$ cat config.mk
export PLATFORM = sky130hd
export DESIGN_NAME = regfile_bypass
export DESIGN_NICKNAME = d
export VERILOG_FILES = /design/src/rtl/regfile_bypass.sv
export SDC_FILE = /design/constraint.sdc
export NUM_CORES = 1
export LEC_CHECK = 0
export BUFFER_PORTS_ARGS = -buffer_cell sky130_fd_sc_hd__buf_2
export CORE_MARGIN = 1
export CORE_UTILIZATION = 42
export CTS_CLUSTER_SIZE = 20
export DETAILED_ROUTE_END_ITERATION = 12
export HOLD_SLACK_MARGIN = 0.03
export PLACE_DENSITY = 0.67
export SLEW_MARGIN = 20
export SYNTH_ARGS = -nofsm -noshare
export SYNTH_HDL_FRONTEND = slang
export SYNTH_SLANG_ARGS = --single-unit
$ cat constraint.sdc
create_clock -name clk -period 2.3 [get_ports clk]
set_input_delay 0.345 -clock clk [delete_from_list [all_inputs] [get_ports clk]]
set_output_delay 0.345 -clock clk [all_outputs]
set_load 0.02 [all_outputs]
$ cat src/rtl/regfile_bypass.sv
// regfile_bypass: parametrised register file with two combinational read
// ports, a same-cycle write-to-read bypass, an optional hardwired-zero
// register 0, and a per-register pending-write scoreboard. The scoreboard
// lets decode see read-after-write hazards against in-flight producers.
module regfile_bypass #(
  parameter int DATA_W   = 16,
  parameter int ADDR_W   = 4,
  parameter int ZERO_REG = 1
) (
  input  logic              clk,
  input  logic              rst,
  input  logic [ADDR_W-1:0] rd_addr1,
  input  logic [ADDR_W-1:0] rd_addr2,
  output logic [DATA_W-1:0] rd_data1,
  output logic [DATA_W-1:0] rd_data2,
  output logic              busy1,
  output logic              busy2,
  input  logic              wr_en,
  input  logic [ADDR_W-1:0] wr_addr,
  input  logic [DATA_W-1:0] wr_data,
  input  logic              issue_en,
  input  logic [ADDR_W-1:0] issue_addr,
  input  logic              flush
);

  localparam int NUM_REGS = 1 << ADDR_W;
  localparam bit HAS_ZERO = (ZERO_REG != 0);

  logic [DATA_W-1:0]   regs_q [NUM_REGS];
  logic [NUM_REGS-1:0] pend_q;
  logic [NUM_REGS-1:0] pend_d;

  logic wr_ok;
  logic issue_ok;
  logic hit1;
  logic hit2;

  // Register 0 swallows writes and issues when it is hardwired to zero.
  assign wr_ok    = wr_en    && !(HAS_ZERO && (wr_addr    == '0));
  assign issue_ok = issue_en && !(HAS_ZERO && (issue_addr == '0));

  // A writeback in flight to the read index is forwarded this cycle.
  assign hit1 = wr_en && (wr_addr == rd_addr1);
  assign hit2 = wr_en && (wr_addr == rd_addr2);

  // Storage update; reset clears every register asynchronously.
  always_ff @(posedge clk or negedge rst) begin
    if (!rst) begin
      for (int i = 0; i < NUM_REGS; i++) regs_q[i] <= '0;
    end else if (wr_ok) begin
      regs_q[wr_addr] <= wr_data;
    end
  end

  // Next pending vector: flush wins outright, otherwise clear then set so a
  // newly issued producer supersedes the one writing back this cycle.
  always_comb begin
    pend_d = pend_q;
    if (flush) begin
      pend_d = '0;
    end else begin
      if (wr_en)    pend_d[wr_addr]    = 1'b0;
      if (issue_ok) pend_d[issue_addr] = 1'b1;
    end
  end

  // Pending scoreboard state.
  always_ff @(posedge clk or negedge rst) begin
    if (!rst) pend_q <= '0;
    else      pend_q <= pend_d;
  end

  // Read port 1: zero register, then bypass, then stored value.
  always_comb begin
    rd_data1 = regs_q[rd_addr1];
    if (hit1) rd_data1 = wr_data;
    if (HAS_ZERO && (rd_addr1 == '0)) rd_data1 = '0;
  end

  // Read port 2: same priority as port 1.
  always_comb begin
    rd_data2 = regs_q[rd_addr2];
    if (hit2) rd_data2 = wr_data;
    if (HAS_ZERO && (rd_addr2 == '0)) rd_data2 = '0;
  end

  // Busy drops in the same cycle the producer writes back.
  assign busy1 = pend_q[rd_addr1] & ~hit1;
  assign busy2 = pend_q[rd_addr2] & ~hit2;

endmodule

==> out/metrics.cfg, run 1 <==
[power_and_ir_drop]
p_per_area_nw_per_um2 = 844.5
leakage_uw = 0.007268
ir_drop_v = 0.0006303

[worst_setup_path]
timing.rr.start = regs_q[123]$_DFFE_PN0P_
crit_required_ps = 1960
crit_path_end_kind = primary output
cp-startpoint = regs_q[106]$_DFFE_PN0P_
slowest_stage = mux4_2
crit_fanout = 3
worstSetupPathType = reg2out
crit_chain = mux4_2 -> a22oi_2 -> nand2_1 -> a22o_1 -> buf_2
start_kind = register
cpPeakStageDelay_ps = 510
worstPathArrival_ps = 2130

[floorplanning]
ios = 71
design.core.area_um2 = 34630
start_util_pct = 42.83
die-area_um2 = 36070
num_rows = 68
die_h_um = 189.9
die_w_um = 189.9

[routing]
drtAntennaViolNets = 0
post_drt_via_cell_ratio = 6.281
drtPass1Iterations = 7
drc_errors = 0
drt-initial-drc-count = 974
vias = 9748
wl_per_cell_um = 26.52
wl_um = 41160

[yosys]
synthSimpleGateAreaFrac_pct = 3.560
synth_edf_count = 0
synth_top_area_share_pct = 45.89
synth_area_leaders = dfrtp_1 46%, mux4_2 19%, mux2_2 18%
synth_cells = 1004
synth_commonest_cells = 272 x dfrtp_1, 240 x mux2_2, 126 x mux4_2, 66 x a22oi_1, 52 x clkbuf_1
yosysSeqAreaShare_pct = 45.89
synth_seq_cells = 272
syn_area_per_cell_um2 = 14.77
synth_xor_area_share_pct = 0.4133
synth_area_um2 = 14830
yosysTopAreaCell = dfrtp_1
async_flop_share_pct = 100.0
yosys-mux-area-fraction_pct = 39.26
synth-main-ff-cell = dfrtp_1
synthDistinctLibCells = 39
post-synth-top-count-cell = dfrtp_1
synth_compound_area_share_pct = 6.596
syn-num-nets = 1041
ys_warn_count = 0
synth-adder-area-share_pct = 0
synth_top_family_by_area = multiplexers

[timing]
hold_violations = 0
fmax_ghz = 0.4034
tightest_slew_ps = 420.1
max-slew-margin-rel_pct = 72.00
setup_violations = 34
fin_crit_sh_pct = 107.8
fin_skew_ps = 0
layout_setup_ws_ps = -178.7
rsz0062_at_grt = yes
drv_slew = 0
post-route-min-period_ps = 2479

[flow_run]
cap_viol_max_count = 0

[cells_and_area]
fin_nets = 1117
diodes = 0
fillerInstances = 2897
area_growth_pct = 17.95
fin_util_pct = 50.52
drive_above_1_share_pct = 57.98
design_area_um2 = 17500

[placed_design]
placed_area_um2 = 16180
io_buffers = 70
dp_hpwl_um = 24940
gp_congestion = 0.8492

[global_route]
grtUsageTotal_pct = 23.58
grt_antenna_before_repair = 0
grt_max_degree = 65
grt-ovfl-total = 0
grt_pass1_wl_um = 63710
grt_pass1_vias = 9972

[clock_network]
clock-root-buffer = clkbuf_16
htree_num_levels = 1
clk_pin_slew_ps = 60
cts_tree = built
clk_latency_ps = 550
clock_sinks = 272
cts_buffers = 29
cts_max_path_buffers = 3

[outcome]
status = finished, violations left
failed_checks = setup timing

[hold_path]
hold_class = in2reg
min-delay-start = issue_addr[1]

[through the flow]
step	total power [uW]	hold WS [ps]	setup WS [ps]	instances	TNS [ps]
4_1_cts	14750	90.37	-169.6	1546	-3581
3_5_place_dp	9996	275.1	-85.84	1493	-993.4
5_1_grt	15400	121.9	-239.3	1552	-5418
6_report	14770	108.2	-178.7	1552	-2969
2_1_floorplan	8905	49.41	222.3	1004	0
3_3_place_gp	9865	278.8	-44.38	1493	-641.8
[cell families (layout without fill, tap and decap cells)]
group | Yosys count | count (layout)
AOI/OAI and AO/OA | 132 | 132
buffers and inverters | 113 | 206
and+or+nand+nor | 102 | 102
muxes | 378 | 378
xor gates and xnor gates | 7 | 7
DFF | 272 | 272
[worst paths after layout]
path / to / slack, ps / cells past startpoint
worst max-delay path: rd_data1[10] / -180 / 5
worst min-delay path: pend_q[11]$_DFF_PN0_ / 110 / 3
worst max register to register: regs_q[123]$_DFFE_PN0P_ / 1380 / 2
worst min register to register: regs_q[252]$_DFFE_PN0P_ / 390 / 0
max in group asynchronous: regs_q[232]$_DFFE_PN0P_ / 1240 / 3
min in group asynchronous: regs_q[194]$_DFFE_PN0P_ / 280 / 2
[layer usage]
metal / global-route usage [%] / part of all wire, % / up-vias
li1: - / - / 4043
met1: 32.45 / 41 / 5175
met2: 37.48 / 47 / 443
met3: 5.294 / 8.6 / 87
met4: 6.669 / 2.8 / 0
met5: 0 / 0 / -
[cell type report]
| class | count | area, um^2 | share of cell area (%) |
|---|---|---|---|
| inverters | 3 | 11.26 | 0.06436 |
| multi-input cells | 619 | 7576 | 43.30 |
| clock buffers | 40 | 817.0 | 4.670 |
| clock inverters | 8 | 72.57 | 0.4148 |
| well taps | 455 | 569.3 | 3.254 |
| flip-flops and latches | 272 | 6807 | 38.90 |
| repair buffers | 155 | 1643 | 9.390 |
[critical path: cells and delay by family, from the launching register on]
kind | cells | cell delay (ps)
AOI/OAI and AO/OA | 2 | 400
muxes | 1 | 510
and+or+nand+nor | 1 | 90
DFF | 1 | 410
buffers and inverters | 1 | 160
[layout by cell type, fill, tap and decap left out, types with 4 or more instances in the layout]
cell | netlist | final
o21ai_0 | 11 | 11
nand3_1 | 5 | 5
a21oi_1 | 14 | 14
nor2_2 | 10 | 13
nor2b_2 | 0 | 6
mux2_2 | 240 | 240
nand2b_1 | 4 | 4
clkinv_2 | 0 | 5
dfrtp_1 | 272 | 272
xnor2_1 | 6 | 6
buf_12 | 2 | 36
nand2_1 | 43 | 42
clkbuf_1 | 52 | 6
buf_6 | 6 | 29
a22oi_1 | 66 | 32
mux4_2 | 126 | 136
clkbuf_8 | 0 | 5
buf_2 | 23 | 36
nor2_1 | 10 | 7
buf_4 | 25 | 52
clkbuf_16 | 0 | 29
a22o_1 | 32 | 31
a22oi_2 | 0 | 34
[repair_timing]
| action | CTS | global route |
|---|---|---|
| buffers inserted | 4 | 6 |
| resized for setup | 87 | 20 |
| pin swaps | 75 | 11 |
| endpoints found under the setup margin | 34 | 34 |
| endpoints found under the hold margin | 39 | 0 |
| hold buffers | 1 | 0 |
[state kept, by name, indices dropped and copies added, names as in the netlist]
name and flops:
regs_q 256, pend_q 16
[report_power, final]
group | internal (uW) | leakage, uW | switching [uW]
Sequential | 5780 | 0.00339 | 746
Clock | 2570 | 0.000443 | 1920
Combinational | 2280 | 0.00344 | 1480
No activity file was read; power rests on OpenSTA's default activity.
==> run 2, diff against run 1 <==
--- a/config.mk
+++ b/config.mk
@@ -5,6 +5,7 @@
 export SDC_FILE = /design/constraint.sdc
 export NUM_CORES = 1
 export LEC_CHECK = 0
+export ABC_AREA = 1
 export BUFFER_PORTS_ARGS = -buffer_cell sky130_fd_sc_hd__buf_2
 export CORE_MARGIN = 1
 export CORE_UTILIZATION = 42
==> out/metrics.cfg, run 2 <==
[outcome]
status = finished, violations left
failed_checks = setup timing

[power_and_ir_drop]
ir_drop_v = 0.0004638  ; -26%
leakage_uw = 0.009548  ; +31%
p_per_area_nw_per_um2 = 787.7  ; -6.7%

[yosys]
synth_edf_count = 0  ; unchanged
synth_seq_cells = 272  ; unchanged
syn_area_per_cell_um2 = 6.617  ; -55%
synth_commonest_cells = 804 x nand2_1, 335 x nand3_1, 272 x dfrtp_1, 258 x inv_1, 171 x nor2_1
yosysSeqAreaShare_pct = 41.65  ; -4.2 points
synth_area_leaders = dfrtp_1 42%, nand2_1 18%, nand3_1 10%
synth_cells = 2470  ; +150%
synthDistinctLibCells = 26  ; -33%
syn-num-nets = 2507  ; +140%
post-synth-top-count-cell = nand2_1
ys_warn_count = 0  ; unchanged
async_flop_share_pct = 100.0  ; unchanged
synth-main-ff-cell = dfrtp_1
synth_area_um2 = 16340  ; +10%
synth_top_area_share_pct = 41.65  ; -4.2 points
yosysTopAreaCell = dfrtp_1

[routing]
dr.max_layer_used = met4
drt-initial-drc-count = 1735  ; +78%
wl_um = 55210  ; +34%
drtAntennaViolNets = 0  ; unchanged
drtPass1Iterations = 6  ; -1
drc_errors = 0  ; unchanged
post_drt_via_cell_ratio = 5.440  ; -13%
wl_met3_um = 4381  ; +24%
met1_length_um = 22630  ; +33%
wl_per_cell_um = 18.42  ; -31%
wl_met2_um = 25760  ; +32%
vias = 16303  ; +67%

[placed_design]
dp_hpwl_um = 34530  ; +38%
placed_area_um2 = 17420  ; +7.6%
gp_congestion = 0.8706  ; +2.5%
pre_cts_slack_ps = -6.148  ; +79.69 ps
io_buffers = 70  ; unchanged

[timing]
hold_violations = 0  ; unchanged
timing.hold.ws_ps = 77.87  ; -30.30 ps
fin_skew_ps = 0  ; unchanged
max-slew-margin-rel_pct = 62.40  ; -9.6 points
layout_setup_ws_ps = -48.38  ; +130.3 ps
setup_violations = 1  ; -97%
tightest_slew_ps = 564.0  ; +144.0 ps
fmax_ghz = 0.4258  ; +5.5%
fin_crit_sh_pct = 102.1  ; -5.7 points
rsz0062_at_grt = yes
post-route-min-period_ps = 2348  ; -130.3 ps
drv_slew = 0  ; unchanged

[worst_setup_path]
crit_fanout = 2  ; -1
worstSetupPathType = reg2out
timing.rr.start = regs_q[101]$_DFFE_PN0P_
crit_required_ps = 1960  ; about the same
worstPathArrival_ps = 2000  ; -130 ps
slowest_stage = dfrtp_1
cp-startpoint = regs_q[30]$_DFFE_PN0P_
cpPeakStageDelay_ps = 360  ; -150 ps
crit_chain = inv_1 -> nand2_1 -> nand3_2 -> nand3_1 -> nand2_1 -> nor2_1 -> nor2_1 -> nor2_2 -> buf_4 -> buf_6
crit_path_end_kind = primary output
start_kind = register

[global_route]
grtUsageTotal_pct = 28.55  ; +5.0 points
grt_max_degree = 79  ; +22%
grt_pass1_wl_um = 87440  ; +37%
grt-ovfl-total = 0  ; unchanged
grt_pass1_vias = 15256  ; +53%
grt_antenna_before_repair = 1  ; +1

[floorplanning]
die-area_um2 = 39700  ; +10%
design.core.area_um2 = 38020  ; +9.8%
num_rows = 71  ; +4.4%
start_util_pct = 42.98  ; +0.15 points
die_h_um = 199.3  ; +4.9%
die_w_um = 199.3  ; +4.9%
ios = 71  ; unchanged

[cells_and_area]
fin_nets = 2501  ; +120%
final_common_cell = nand2_1
drive_above_1_share_pct = 10.22  ; -48 points
largest-register = regs_q
area_growth_pct = 13.32
largest_reg_flops = 256  ; unchanged
design_area_um2 = 18520  ; +5.9%
fillerInstances = 3870  ; +34%
mostFrequentLayoutCells = 803 x nand2_1, 333 x nand3_1, 272 x dfrtp_1, 255 x inv_1, 162 x o21ai_1
largest_registers = regs_q (256), pend_q (16)
regArea_um2 = 6807  ; unchanged
multi_input_area_um2 = 7724  ; +1.9%

[clock_network]
cts_tree = built
cts_max_path_buffers = 3  ; unchanged
clock-root-buffer = clkbuf_16
clk_pin_slew_ps = 70  ; about the same
clock_sinks = 272  ; unchanged
htree_num_levels = 1  ; unchanged
clk_latency_ps = 590  ; +40 ps
cts_buffers = 30  ; +3.4%

[hold_path]
hold_class = in2reg
min-delay-start = issue_addr[2]

[flow_run]
cap_viol_max_count = 0  ; unchanged

run 2: kinds of logic (layout without fill, tap and decap cells):
family	after synthesis	after routing	share of synthesized area (%)
other cells	0	1	0
simple gates	1339	1339	34.18
flops	272	272	41.65
buf+inv	460	475	11.49
xor+xnor	2	2	0.1072
compound gates	397	397	12.57
run 2: repair_timing:
action / CTS / global route
pin swaps: 6 / 12
hold endpoints to repair: 44 / 0
cloned: 0 / 0
buffers inserted: 0 / 4
setup endpoints to repair: 3 / 14
resized for setup: 6 / 35
hold buffers: 1 / 0
run 2: final timing paths:
check	end	slack (ps)	cells past startpoint
setup / recovery	rd_data2[14]	-50	10
hold / removal	pend_q[12]$_DFF_PN0_	80	3
setup reg to reg	regs_q[101]$_DFFE_PN0P_	1500	3
hold reg to reg	regs_q[247]$_DFFE_PN0P_	380	0
max in group asynchronous	pend_q[5]$_DFF_PN0_	1260	3
min in group asynchronous	regs_q[250]$_DFFE_PN0P_	260	2
run 2: routing by layer:
| layer | global-route usage [%] | vias up |
|---|---|---|
| li1 | - | 7790 |
| met3 | 3.679 | 158 |
| met2 | 47.01 | 748 |
| met1 | 37.58 | 7607 |
| met5 | 0 | - |
| met4 | 12.42 | 0 |
run 2: where the power goes:
part	internal, uW	total, uW	switching (uW)
Clock	2800	4870	2070
Combinational	1280	3510	2230
Sequential	5660	6200	548
Total	9740	14600	4850
run 2: area by class of cell:
type	instances	area share [%]
clock buffer	43	4.641
sequential	272	36.75
multi-input combinational	1738	41.70
clock inverter	10	0.6283
inverter	264	5.351
antenna	1	0.01351
timing repair buffer	158	7.458
tap	511	3.452
run 2: metrics by stage:
step | total power (uW) | setup TNS (ps) | cells | utilization (%)
after detailed placement | 9660 | -6.148 | 2940 | 45.81
after global routing | 15460 | -170.0 | 2996 | 48.70
after global placement | 9550 | 0 | 2940 | 45.81
after floorplan | 8564 | 0 | 2470 | -
final | 14590 | -48.38 | 2997 | 48.71
after CTS | 14530 | -18.71 | 2992 | 48.41
run 2: critical path: cells and delay by family (launching register included):
| kind | cells | cell delay, ps |
|---|---|---|
| buffers and inverters | 3 | 330 |
| DFF | 1 | 360 |
| and+or+nand+nor | 7 | 730 |
